`src/rtl/regfile_pkg.sv`:
```
// rtl/regfile_pkg.sv - shared defaults and helper function for the register file
package regfile_pkg;

  localparam int RF_WIDTH = 8;
  localparam int RF_DEPTH = 8;

  // Ceiling log2 for tools lacking $clog2; clog2(1) returns 0.
  function automatic int clog2(input int value);
    int v;
    int r;
    v = value - 1;
    r = 0;
    while (v > 0) begin
      r = r + 1;
      v = v >> 1;
    end
    return r;
  endfunction

endpackage

```
`src/rtl/mux_nto1.sv`:
```
// rtl/mux_nto1.sv - combinational N:1 word selector, out-of-range select yields zero
module mux_nto1 #(
  parameter int N      = 8,
  parameter int WIDTH  = 8,
  parameter int ADDR_W = 3
) (
  input  logic [ADDR_W-1:0]  sel,
  input  logic [N*WIDTH-1:0] in,
  output logic [WIDTH-1:0]   out
);

  // Pick the matching word; no match (select beyond N-1) leaves the zero default.
  always_comb begin
    out = '0;
    for (int i = 0; i < N; i++) begin
      if (sel == ADDR_W'(i)) begin
        out = in[i*WIDTH +: WIDTH];
      end
    end
  end

endmodule

```
`src/rtl/regfile_mrw.sv`:
```
// rtl/regfile_mrw.sv - flop register file, one write port, two registered read ports with bypass
module regfile_mrw
  import regfile_pkg::*;
#(
  parameter int WIDTH    = RF_WIDTH,
  parameter int DEPTH    = RF_DEPTH,
  parameter int ADDR_W   = clog2(DEPTH),
  parameter int ZERO_REG = 0
) (
  input  logic              clk,
  input  logic              rst_n,
  input  logic              clr,
  input  logic              we,
  input  logic [ADDR_W-1:0] waddr,
  input  logic [WIDTH-1:0]  wdata,
  input  logic              re_a,
  input  logic [ADDR_W-1:0] raddr_a,
  output logic [WIDTH-1:0]  rdata_a,
  output logic              rvalid_a,
  input  logic              re_b,
  input  logic [ADDR_W-1:0] raddr_b,
  output logic [WIDTH-1:0]  rdata_b,
  output logic              rvalid_b
);

  localparam bit ZR = (ZERO_REG != 0);

  logic [DEPTH*WIDTH-1:0] mem_q;
  logic [WIDTH-1:0]       mux_a;
  logic [WIDTH-1:0]       mux_b;
  logic [WIDTH-1:0]       sel_a;
  logic [WIDTH-1:0]       sel_b;
  logic                   ok_a;
  logic                   ok_b;

  // Register storage: clear wins over write; out-of-range and hardwired-zero writes fall through.
  always_ff @(posedge clk or negedge rst_n) begin
    if (!rst_n) begin
      mem_q <= '0;
    end else if (clr) begin
      mem_q <= '0;
    end else if (we) begin
      for (int i = 0; i < DEPTH; i++) begin
        if (waddr == ADDR_W'(i) && !(ZR && i == 0)) begin
          mem_q[i*WIDTH +: WIDTH] <= wdata;
        end
      end
    end
  end

  mux_nto1 #(.N(DEPTH), .WIDTH(WIDTH), .ADDR_W(ADDR_W)) u_mux_a (
    .sel (raddr_a),
    .in  (mem_q),
    .out (mux_a)
  );

  mux_nto1 #(.N(DEPTH), .WIDTH(WIDTH), .ADDR_W(ADDR_W)) u_mux_b (
    .sel (raddr_b),
    .in  (mem_q),
    .out (mux_b)
  );

  // A power-of-two depth makes every address legal, so skip the compare entirely.
  if ((1 << ADDR_W) == DEPTH) begin : g_full_range
    assign ok_a = 1'b1;
    assign ok_b = 1'b1;
  end else begin : g_part_range
    localparam logic [ADDR_W-1:0] LAST = ADDR_W'(DEPTH - 1);
    assign ok_a = (raddr_a <= LAST);
    assign ok_b = (raddr_b <= LAST);
  end

  // Read-side priority: range, hardwired zero, same-cycle clear, same-cycle write, stored word.
  function automatic logic [WIDTH-1:0] pick(
    input logic              ok,
    input logic [ADDR_W-1:0] addr,
    input logic [WIDTH-1:0]  stored,
    input logic              c,
    input logic              w,
    input logic [ADDR_W-1:0] wa,
    input logic [WIDTH-1:0]  wd
  );
    if (!ok)                   return '0;
    if (ZR && addr == '0)      return '0;
    if (c)                     return '0;
    if (w && wa == addr)       return wd;
    return stored;
  endfunction

  assign sel_a = pick(ok_a, raddr_a, mux_a, clr, we, waddr, wdata);
  assign sel_b = pick(ok_b, raddr_b, mux_b, clr, we, waddr, wdata);

  // Port A output register: data loads only on a request, valid is a one-cycle strobe.
  always_ff @(posedge clk or negedge rst_n) begin
    if (!rst_n) begin
      rdata_a  <= '0;
      rvalid_a <= 1'b0;
    end else begin
      rvalid_a <= re_a;
      if (re_a) begin
        rdata_a <= sel_a;
      end
    end
  end

  // Port B output register, independent of port A.
  always_ff @(posedge clk or negedge rst_n) begin
    if (!rst_n) begin
      rdata_b  <= '0;
      rvalid_b <= 1'b0;
    end else begin
      rvalid_b <= re_b;
      if (re_b) begin
        rdata_b <= sel_b;
      end
    end
  end

endmodule

```
`config.mk`:
```
export PLATFORM = sky130hd
export DESIGN_NAME = regfile_mrw
export DESIGN_NICKNAME = d
export VERILOG_FILES = /design/src/rtl/regfile_pkg.sv /design/src/rtl/mux_nto1.sv /design/src/rtl/regfile_mrw.sv
export SDC_FILE = /design/constraint.sdc
export NUM_CORES = 1
export LEC_CHECK = 0
export BUFFER_PORTS_ARGS = -buffer_cell sky130_fd_sc_hd__buf_4
export CAP_MARGIN = 20
export CORE_ASPECT_RATIO = 0.75
export CORE_UTILIZATION = 60
export CTS_CLUSTER_DIAMETER = 30
export DETAILED_ROUTE_END_ITERATION = 10
export PLACE_DENSITY = 0.8
export SYNTH_ARGS = -nofsm -noshare
export SYNTH_HDL_FRONTEND = slang
export SYNTH_SLANG_ARGS = --single-unit
```
`constraint.sdc`:
```
create_clock -name clk -period 3.6 [get_ports clk]
set_input_delay 0.36 -clock clk [delete_from_list [all_inputs] [get_ports clk]]
set_output_delay 0.36 -clock clk [all_outputs]
set_load 0.05 [all_outputs]
```
==> out/metrics.csv, run 1 <==
stage;metric;value;unit
floorplan;core area;0.00792;mm2
route;Detailed Route WL;14.6;mm
worst_setup_path;data required time at the worst endpoint;3.83;ns
worst_setup_path;Critical Path Source;raddr_a[0];
floorplan;floorplan die area;0.00859;mm2
layout;final instance area;0.00535;mm2
route;antenna viol nets, final;0;
worst_setup_path;Worst R2R Setup Slack;2.02;ns
synthesis;FFs w/ async S/R, synth;100;%
sta;hold slack;0.198;ns
worst_setup_path;largest delay contributor family on the critical path;simple AND/OR/NAND/NOR gates;
clock_tree;clock root cell;clkbuf_8;
synthesis;cell taking the most area after synthesis;dfrtp_1;
clock_tree;buffer levels on the longest clock path;2;
layout;most common cell after layout, fill and taps aside;nand2_1;
layout;commonest cells after routing, fill and taps aside;nand2_1 (156), dfrtp_1 (82), a21oi_1 (69), buf_4 (40), inv_1 (25);
pwr;Power Density;389;mW/mm2
route;DRC marker count from the first detailed-route iteration;422;
worst_setup_path;arrival time of data at the critical path endpoint;2.31;ns
synthesis;Synth cell types;47;
grt;overflow left after global routing;0;
layout;antenna cells;0;
sta;unrepaired setup endpoints after global routing;false;
route;total DRC errors in the routed layout;0;
pwr;power consumption;0.00208;W
clock_tree;clock buffers created by TritonCTS;9;
route;total vias in the final route;4585;
place;Detailed Place HPWL;9.88;mm
worst_setup_path;Critical Setup Path Class;in2reg;
floorplan;y dimension of the die;80.5;um
grt;largest net degree at the start of global routing;83;
worst_setup_path;crit path launch type;input port;
worst_setup_path;number of cells traversed by the worst register-to-register path;5;
worst_setup_path;Critical R2R Capture;rdata_b[1];
floorplan;I/O pin count;41;
synthesis;number of enable-type register cells in the synthesized netlist;0;
route;Pre-antenna DRT Iters;5;
worst_setup_path;cell-by-cell listing of the critical path;buf_4 -> xnor2_1 -> nand4_1 -> and3_1 -> o21ai_0 -> o221ai_1;
pwr;leakage power summed over all cells;2.33;nW
layout;Area growth, synth to finish;8.48;%
floorplan;initial cell density of the core;62.3;%
sta;normalized max-slew margin;43.6;%
grt;wire length of the first global-routing pass;22.8;mm
synthesis;count of mapped cells out of synthesis;589;
worst_setup_path;cell with the biggest individual delay on the critical path;nand4_1;
synthesis;primary flip-flop cell chosen by synthesis mapping;dfrtp_1;
clock_tree;count of clock tree sinks;82;
clock_tree;TritonCTS clock tree;done;
route;via/cell ratio;6.50;
hold_path;kind of path behind the tightest hold check;in2reg;
route;average routed wire per standard cell;20.7;um
synthesis;post-synthesis cell area;0.00493;mm2
pwr;VDD IR max;283;uV
clock_tree;clock network latency to the later pin of the worst-skew pair;0.36;ns
worst_setup_path;critical path fanouts, max;28;
synthesis;total number of yosys warnings;0;
floorplan;floorplan die width;107;um
sta;count of endpoints failing hold in the final timing report;0;
grt;number of antenna violations at the first check in global routing;0;
sta;Clock Skews;0.00550;ns
clock_tree;CTS H-tree depth;3;
synthesis;share of synthesized area occupied by flip-flops and latches;41.6;%
worst_setup_path;launch instance of the worst register-to-register path;mem_q[17];
synthesis;Yosys top cell area share;41.6;%
grt;vias in the first global route;4366;
sta;Tmin final;2.08;ns
layout;total number of nets in the final design;619;
worst_setup_path;buffers and inverters on the worst path;1;
place;global placement routability congestion;0.916;
sta;Tightest Pin Transition;0.843;ns
worst_setup_path;biggest cell delay along the critical path;0.68;ns
clock_tree;clock transition at the register clock pins on the worst setup and hold paths after CTS;0.08;ns
synthesis;Yosys reg bits;82;
sta;post-route clock period utilization;57.7;%
grt;Total GRT Usage;36.0;%
sta;max-slew violations;0;
worst_setup_path;Crit path depth;6;
job;maximum capacitance violations;0;
layout;fraction of final layout cells sized beyond drive strength 1;12.3;%
floorplan;std cell rows;28;
sta;setup violation total in the final timing report;0;
sta;Max Freq;0.481;GHz
place;input/output buffers;40;
layout;number of fillers in the final layout;682;
run_status;outcome;complete, no violations;
sta;sum of negative setup slack;0;ns
place;dpl cell area;0.00508;mm2
synthesis;synthesized area divided by synthesized cell count;8.37;um2
synthesis;Synth Net Count;612;
worst_setup_path;Worst Setup EP;rdata_a[2];
worst_setup_path;crit end category;flop;
synthesis;Synth area leaders;dfrtp_1 (42%), nand2_1 (12%), a21oi_1 (7.0%), mux2i_1 (3.9%), buf_6 (2.3%);
==> through the flow <==
| stage | std cells | utilization, % | worst slack (ns) |
|---|---|---|---|
| 2_1_floorplan | 589 | - | 2.13 |
| 3_3_place_gp | 688 | 64.2 | 1.26 |
| 3_5_place_dp | 688 | 64.2 | 1.19 |
| 4_1_cts | 703 | 67.1 | 1.58 |
| 5_1_grt | 705 | 67.6 | 1.39 |
| 6_report | 705 | 67.6 | 1.52 |
==> cells by family (layout without fill, tap and decap cells) <==
| group | count (synthesis) | count (layout) | share of synthesized area (%) |
|---|---|---|---|
| muxes | 26 | 26 | 6.60 |
| DFF | 82 | 82 | 41.6 |
| buffers and inverters | 71 | 82 | 7.54 |
| and+or+nand+nor | 237 | 237 | 21.9 |
| xor gates and xnor gates | 6 | 6 | 1.22 |
| AOI/OAI and AO/OA | 167 | 167 | 21.2 |
==> synth_stat cells (11+ instances only) <==
master    count
inv_1        25
o21ai_0      17
nand2b_1     14
a31oi_1      11
and3b_1      12
clkbuf_1     20
a21oi_1      69
mux2i_1      19
buf_2        12
dfrtp_1      82
nor2_1       20
nand2_1     156
o21ai_1      12
==> what timing repair did <==
item,in CTS,in global routing
hold endpoints to repair,0,25
resized for setup,0,0
hold buffers,0,1
buffers inserted,0,0
==> state kept, by name (all words and copies together) (netlist names) <==
name      count
rdata_b       8
rvalid_a      1
mem_q        64
rvalid_b      1
rdata_a       8
==> worst register-to-register path, stage by stage, from the launching register on <==
cell and delay [ns]:
dfrtp_1 0.41, mux2i_1 0.16, a2bb2oi_1 0.24, a31oi_1 0.12
nor3_1 0.37, o22ai_1 0.14
==> power by group <==
group	switching, W	internal [W]
Sequential	0.0000206	0.000948
Clock	0.000344	0.000425
Combinational	0.000238	0.000108
==> metal layers <==
metal	part of all wire, %	vias to the layer above	GRT usage (%)
met5	0	-	0
met1	39	2223	45.6
met2	47	267	57.6
li1	-	2052	-
met4	3.3	0	16.8
met3	11	43	9.66
==> worst min path at each step <==
stage | start | to | slack [ns] | cells past startpoint
after detailed placement | mem_q[47] | mem_q[47] | 0.52 | 2
final | re_b | rvalid_b | 0.20 | 1
after CTS | re_b | rvalid_b | 0.19 | 1
after global routing | re_b | rvalid_b | 0.19 | 1
after global placement | rdata_b[6] | rdata_b[6] | 0.50 | 2
after floorplan | rst_n | mem_q[0] | 0.06 | 0
==> layout make-up <==
cell class | count | area, um2 | share of cell area (%)
inverters | 25 | 93.8 | 1.75
repair buffers | 42 | 338 | 6.32
clock buffers | 11 | 151 | 2.83
clock inverters | 4 | 75.1 | 1.40
flip-flops and latches | 82 | 2050 | 38.4
multi-input cells | 436 | 2510 | 46.9
well taps | 105 | 131 | 2.46
(Power assumes the default switching activity.)
==> inputs of run 2 (changes only) <==
Clock period 3.6 ns to 2.1 ns, I/O delays scaled along.
==> out/metrics.csv, run 2 (synthesis gave the netlist of run 1 again) <==
stage;metric;value;unit;change
layout;FF/Latch Area;0.00205;mm2;unchanged
floorplan;floorplan die area;0.00859;mm2;unchanged
route;met2 wire length;6.67;mm;-2.3%
pwr;VDD IR max;445;uV;+57%
floorplan;y dimension of the die;80.5;um;unchanged
grt;wire length of the first global-routing pass;24.0;mm;+5.3%
hold_path;kind of path behind the tightest hold check;in2reg;;
layout;commonest cells after routing, fill and taps aside;nand2_1 (156), dfrtp_1 (82), a21oi_1 (69), buf_4 (45), inv_1 (25);;
worst_setup_path;critical path fanouts, max;3;;-89%
route;total DRC errors in the routed layout;0;;unchanged
clock_tree;CTS H-tree depth;3;;unchanged
layout;largest registers;mem_q x64, rdata_a x8, rdata_b x8;;
worst_setup_path;arrival time of data at the critical path endpoint;1.91;ns;-0.40 ns
sta;normalized max-slew margin;56.6;%;+13 points
layout;largest reg by FF count;mem_q;;
clock_tree;count of clock tree sinks;82;;unchanged
grt;overflow left after global routing;0;;unchanged
sta;setup violation total in the final timing report;0;;unchanged
sta;Clock Skews;0.0139;ns;+0.00836 ns
route;total vias in the final route;4643;;+1.3%
layout;fraction of final layout cells sized beyond drive strength 1;13.2;%;+0.87 points
route;highest metal layer with signal wires;met5;;
route;detailed-routing wirelength on met1;6.29;mm;+10%
floorplan;core area;0.00792;mm2;unchanged
layout;number of flip-flops in the largest register;64;;unchanged
clock_tree;Post-CTS Setup Bufs;0;;unchanged
floorplan;std cell rows;28;;unchanged
grt;Total GRT Usage;38.3;%;+2.3 points
route;antenna viol nets, final;0;;unchanged
place;input/output buffers;40;;unchanged
grt;number of antenna violations at the first check in global routing;1;;+1
worst_setup_path;biggest cell delay along the critical path;0.48;ns;-0.20 ns
worst_setup_path;Worst R2R Setup Slack;0.43;ns;-1.59 ns
clock_tree;clock buffers created by TritonCTS;9;;unchanged
route;wire length on met3;2.01;mm;+32%
sta;count of endpoints failing hold in the final timing report;0;;unchanged
route;average routed wire per standard cell;21.9;um;+6.2%
pwr;leakage power summed over all cells;2.37;nW;+1.7%
layout;total number of nets in the final design;624;;+0.81%
layout;Area growth, synth to finish;9.57;%;
pwr;Power Density;689;mW/mm2;+77%
grt;vias in the first global route;4253;;-2.6%
sta;post-route clock period utilization;79.3;%;
route;DRC marker count from the first detailed-route iteration;553;;+31%
floorplan;I/O pin count;41;;unchanged
floorplan;initial cell density of the core;62.3;%;unchanged
clock_tree;TritonCTS clock tree;done;;
sta;Tmin final;1.67;ns;
worst_setup_path;Critical Setup Path Class;reg2reg;;
floorplan;floorplan die width;107;um;unchanged
place;Detailed Place HPWL;11.2;mm;+14%
clock_tree;clock network latency to the later pin of the worst-skew pair;0.36;ns;about the same
route;Detailed Route WL;15.6;mm;+7.1%
clock_tree;buffer levels on the longest clock path;2;;unchanged
worst_setup_path;cell with the biggest individual delay on the critical path;mux4_2;;
pwr;power consumption;0.00372;W;+79%
sta;Tightest Pin Transition;0.649;ns;-0.194 ns
layout;area taken by multi-input logic gates;0.00251;mm2;unchanged
layout;number of fillers in the final layout;684;;+0.29%
worst_setup_path;cell-by-cell listing of the critical path;mux4_2 -> mux2i_1 -> nand2_1 -> o211ai_1 -> o21ai_1;;
grt;largest net degree at the start of global routing;48;;-42%
layout;most common cell after layout, fill and taps aside;nand2_1;;
worst_setup_path;crit path launch type;flop;;
job;maximum capacitance violations;0;;unchanged
place;global placement routability congestion;0.967;;+5.5%
sta;unrepaired setup endpoints after global routing;false;;
layout;antenna cells;0;;unchanged
sta;max-slew violations;0;;unchanged
run_status;outcome;complete, no violations;;
sta;Max Freq;0.600;GHz;
clock_tree;clock transition at the register clock pins on the worst setup and hold paths after CTS;0.09;ns;about the same
clock_tree;clock root cell;clkbuf_8;;
worst_setup_path;crit end category;flop;;
sta;sum of negative setup slack;0;ns;unchanged
route;via/cell ratio;6.53;;+0.41%
worst_setup_path;data required time at the worst endpoint;2.34;ns;-1.49 ns
route;Pre-antenna DRT Iters;5;;unchanged
[run 2: critical path: cells and delay by family, from the launching register on]
family,cells,cell delay (ns)
muxes,2,0.78
DFF,1,0.45
AOI/OAI and AO/OA,2,0.23
and+or+nand+nor,1,0.11
[run 2: timing repair]
action,CTS,global route
hold endpoints to repair,35,0
hold buffers,1,0
resized for setup,0,0
[run 2: per-stage QoR]
step / cells / setup slack, ns / cell area (um2) / hold WS [ns] / utilization, %
after detailed placement: 694 / 0.325 / 5140 / 0.209 / 64.9
after global placement: 694 / 0.361 / 5140 / 0.206 / 64.9
after global routing: 711 / 0.422 / 5400 / 0.0445 / 68.2
final: 711 / 0.435 / 5400 / 0.0537 / 68.2
after floorplan: 589 / 0.784 / 4930 / -0.0856 / -
after CTS: 711 / 0.483 / 5400 / 0.0449 / 68.2
[run 2: per-layer routing]
layer	GRT usage [%]	up-vias
met5	0	-
met2	55.4	330
met3	11.4	53
met1	52.9	2197
li1	-	2061
met4	17.1	2
[run 2: layout make-up]
cell class | instances | share of cell area [%]
clock buffer | 10 | 2.55
clock inverter | 6 | 2.08
inverter | 25 | 1.74
multi-input combinational | 436 | 46.4
sequential | 82 | 38.0
tap | 105 | 2.43
timing repair buffer | 47 | 6.81
[run 2: worst paths after layout]
path | from | end | cells past startpoint
setup / recovery | mem_q[22] | rdata_b[6] | 5
max in group asynchronous | rst_n | mem_q[45] | 3
hold reg to reg | mem_q[51] | mem_q[51] | 2
min in group asynchronous | rst_n | mem_q[15] | 2
setup reg to reg | mem_q[22] | rdata_b[6] | 5
hold / removal | re_b | rvalid_b | 1
[run 2: where the power goes]
group / leakage (nW) / internal, W / switching (W)
combinational: 1.11 / 0.000188 / 0.000406
sequential: 1.13 / 0.00162 / 0.0000448
clock: 0.127 / 0.000828 / 0.000629
total: 2.37 / 0.00264 / 0.00108
